### config.mk
export PLATFORM = sky130hd
export DESIGN_NAME = valve_cond_gen
export DESIGN_NICKNAME = d
export VERILOG_FILES = /design/src/rtl/valve_cond_gen.sv
export SDC_FILE = /design/constraint.sdc
export NUM_CORES = 1
export LEC_CHECK = 0
export ABC_AREA = 1
export BUFFER_PORTS_ARGS = -buffer_cell sky130_fd_sc_hd__buf_4
export CORE_MARGIN = 8
export CORE_UTILIZATION = 60
export DETAILED_ROUTE_END_ITERATION = 7
export PLACE_DENSITY = 0.93
export SYNTH_ARGS = -nofsm -noshare
export SYNTH_HDL_FRONTEND = slang
export SYNTH_SLANG_ARGS = --single-unit
### constraint.sdc
create_clock -name clk -period 7 [get_ports clk]
set_input_delay 0.35 -clock clk [delete_from_list [all_inputs] [get_ports clk]]
set_output_delay 0.35 -clock clk [all_outputs]
set_load 0.02 [all_outputs]
### src/rtl/valve_cond_gen.sv
// Periodic condition-stream generator for a downstream valve.
// It repeats ON_LEN ones and then OFF_LEN zeros. A new pattern is accepted only while idle or at a period boundary.
module valve_cond_gen #(
    parameter int CNT_W = 8
) (
    input  logic               clk,
    input  logic               rst,
    output logic               cfg_ready,
    input  logic               cfg_valid,
    input  logic [2*CNT_W-1:0] cfg_data,
    input  logic               dout_ready,
    output logic               dout_valid,
    output logic               dout_data
);

    typedef enum logic [1:0] {
        IDLE = 2'd0,
        ON   = 2'd1,
        OFF  = 2'd2
    } state_t;

    state_t             state, state_n;
    logic [CNT_W-1:0]   on_len, on_len_n;
    logic [CNT_W-1:0]   off_len, off_len_n;
    logic [CNT_W-1:0]   cnt, cnt_n;
    logic [CNT_W-1:0]   cur_len;
    logic [CNT_W-1:0]   cfg_on;
    logic [CNT_W-1:0]   cfg_off;
    logic               hs;
    logic               last;
    logic               pend;
    logic               cfg_acc;

    assign cfg_on  = cfg_data[CNT_W-1:0];
    assign cfg_off = cfg_data[2*CNT_W-1:CNT_W];

    assign dout_valid = (state != IDLE);
    assign dout_data  = (state == ON);

    // cur_len is never zero in ON or OFF, so cur_len-1 cannot wrap while it is used
    assign cur_len = (state == ON) ? on_len : off_len;
    assign hs      = dout_valid & dout_ready;
    assign last    = hs & (cnt == cur_len - CNT_W'(1));
    assign pend    = last & ((state == OFF) | ((state == ON) & (off_len == '0)));

    assign cfg_ready = (state == IDLE) | pend;
    assign cfg_acc   = cfg_valid & cfg_ready;

    always_ff @(posedge clk or negedge rst) begin
        if (!rst) begin
            state   <= IDLE;
            on_len  <= '0;
            off_len <= '0;
            cnt     <= '0;
        end else begin
            state   <= state_n;
            on_len  <= on_len_n;
            off_len <= off_len_n;
            cnt     <= cnt_n;
        end
    end

    // An accepted cfg takes priority over the repeat transition at a period end
    always_comb begin
        state_n   = state;
        on_len_n  = on_len;
        off_len_n = off_len;
        cnt_n     = cnt;
        if (cfg_acc) begin
            on_len_n  = cfg_on;
            off_len_n = cfg_off;
            cnt_n     = '0;
            if (cfg_on != '0) begin
                state_n = ON;
            end else if (cfg_off != '0) begin
                state_n = OFF;
            end else begin
                state_n = IDLE;
            end
        end else if (last) begin
            cnt_n = '0;
            case (state)
                ON:      if (off_len != '0) state_n = OFF;
                OFF:     if (on_len != '0)  state_n = ON;
                default: state_n = state;
            endcase
        end else if (hs) begin
            cnt_n = cnt + CNT_W'(1);
        end
    end

endmodule

==> flow_summary.ini <==
[clock_tree]
cts-resized-gates = 0
tritoncts = built
cts_buffers = 3
post_cts_buffers = 0
htreeDepth = 1
clockRootBuffer = clkbuf_4
clk_pin_slew_ns = 0.15
cts_buffer_depth = 2
hold_buffers = 1
clk_latency_ns = 0.34
cts.sinks = 26

[setup_path]
required_ns = 6.65
cp-startpoint = state[0]
critPathBufInv = 3
critPathMaxFanout = 9
crit_top_cell = nand2_1
start_kind = flop
r2r_slack_ns = 3.96
timing.rr.end = state[1]
crit_type = flop to output pin
r2r-start = state[0]
path_cells = inv_4, nor2_4, nand2_1, nand2_1, ha_1, nand2_1, nand2_1, nor2_1, nand2_1, inv_1, nand3_1, nor2_1, nand2_1, nor2_2, nand3_1, nand2_1, buf_4
reg2reg_depth = 21
arrival_ns = 2.77
cp-endpoint = cfg_ready
cp_slowest_cell = dfrtp_1
crit_path_end_kind = output pin
cp.depth = 17
critPathTopFamily = simple AND/OR/NAND/NOR gates
worst_path_largest_cell_delay_ns = 0.57

[placement]
place_inst = 322
hpwl_um = 3470
place_area_sq_um = 1970
port_buffers = 22
gp_congestion = 0.885

[yosys]
async_flop_share_pct = 100
synth_nets = 294
ys.flop_type = dfrtp_1
yosysSeqAreaShare_pct = 35.8
synth_area_sq_um = 1820
synth_seq_cells = 26
ys_types = 24
synth_enable_flop_cells = 0
syn_inst = 272
avgSynthCellArea_sq_um = 6.69
synth_warnings = 0

[die]
start_util_pct = 61.1
rows = 20
core_region_area_sq_um = 2980
die_area_sq_um = 5050
die_y_um = 71.1
pin_count = 23
fp.dieW_um = 71.1

[sta]
setup_viol = 0
maxSlewHeadroom_pct = 75.4
setup_tns_ns = 0
holdWs_ns = 0.257
max_slew.worst_pin.slew_ns = 0.369
timing.fmax_ghz = 0.320
period_minus_slack_ns = 3.12
hold_violations = 0
rsz0062_at_grt = no
finalCritPeriodShare_pct = 44.6
clock_skew_ns = 0.00388
drv_slew = 0

[drt]
vias = 1801
drtPass1Iterations = 4
drtIter0Drc = 177
drtAntennaViolNets = 0
drc_errors = 0
wl_per_cell_um = 13.6
drt_wl_total_um = 4460
viasPerCell = 5.51

[pwr]
peakVddDrop_v = 0.000241
p_leak_nw = 1.11
power.density_nw_per_um2 = 446
fin_total_pwr_uw = 905

[cells_and_area]
fin_area_sq_um = 2030
final_cell_count_no_fill = 327
drive_above_1_share_pct = 14.3
layout_common_cells = nand2_1 (88), inv_1 (42), nand3_1 (26), dfrtp_1 (26), nor2_1 (24)
fillers = 249
area_delta_synth_final_pct = 11.7
n_antenna_cell = 0
final_common_cell = nand2_1
nNetsFinal = 317

[global_route]
antenna_found_initial = 0
grt_pass1_vias = 1750
grt_pass1_wl_um = 7780
grt_max_degree = 36
grt_overflow = 0
top_usage_layer = met2
grt_use_total_pct = 18.7
met2_usage_pct = 34.0
globalRouteMet3Util_pct = 2.54
use_met1_pct = 21.3

[min_path]
holdCritPathClass = primary input to flop

[job]
drv_cap = 0

[outcome]
status = complete, no violations
per-layer routing:
layer	share of wire, %	wire [um]	vias up
met2	51	2260	73
li1	-	-	892
met5	0	0	-
met4	2.0	91	0
met3	4.9	220	11
met1	42	1890	825
where the power goes:
part           internal (mW)  leakage, nW  switching [mW]  total (mW)
Combinational          0.179        0.761           0.353       0.532
Sequential             0.209        0.319          0.0564       0.266
Clock                 0.0580       0.0279          0.0495       0.107
Total                  0.446         1.11           0.459       0.905
logic make-up (layout without fill, tap and decap cells):
family	Yosys count	count (layout)	synth area share, %
compound gates	24	24	6.81
xor+xnor	7	7	3.37
fa+ha+maj	2	2	1.38
buf+inv	49	71	12.3
flops	26	26	35.8
simple gates	164	164	40.4
synth_stat cells (all sizes together), types with 2 or more instances:
library cell  number  area, sq um
nor3               4         20.0
xor2               6         52.6
dfrtp             26          651
nand3             27          148
buf                5         56.3
a21oi              9         45.0
nor2              28          125
nand2             97          392
ha                 2         25.0
nand4              7         43.8
o21ai             13         65.1
inv               44          168
layout make-up:
class	count	area, sq um	area share, %
clock buffer	3	22.5	1.11
timing repair buffer	23	175	8.62
multi-input combinational	197	945	46.5
tap	33	41.3	2.03
clock inverter	1	30.0	1.48
inverter	44	168	8.25
sequential	26	651	32.0
flip-flops by register name, summed over array words and instances (netlist names):
| name | count |
|---|---|
| state | 2 |
| cnt | 8 |
| off_len | 8 |
| on_len | 8 |
per-stage QoR:
stage / util [%] / setup slack (ns)
finish: 68.2 / 3.88
global route: 68.2 / 3.71
CTS: 68.2 / 3.92
detailed placement: 66.1 / 4.07
global placement: 66.1 / 4.17
floorplan: - / 4.60
how the worst min path moves through the flow:
stage,from,depth (start not counted),slack (ns),endpoint
after detailed placement,rst,1,0.27,off_len[2]
final,cfg_data[2],3,0.26,on_len[2]
after floorplan,rst,0,0.05,cnt[0]
after global routing,cfg_data[0],3,0.28,on_len[0]
after global placement,rst,1,0.27,off_len[3]
after CTS,cfg_data[2],3,0.26,on_len[2]
tightest hold or removal path: cells and delay by family:
family | cells | cell delay, ns
simple gates | 1 | 0.04
buf+inv | 1 | 0.08
compound gates | 1 | 0.10
Power figures use the tool's default switching activity.
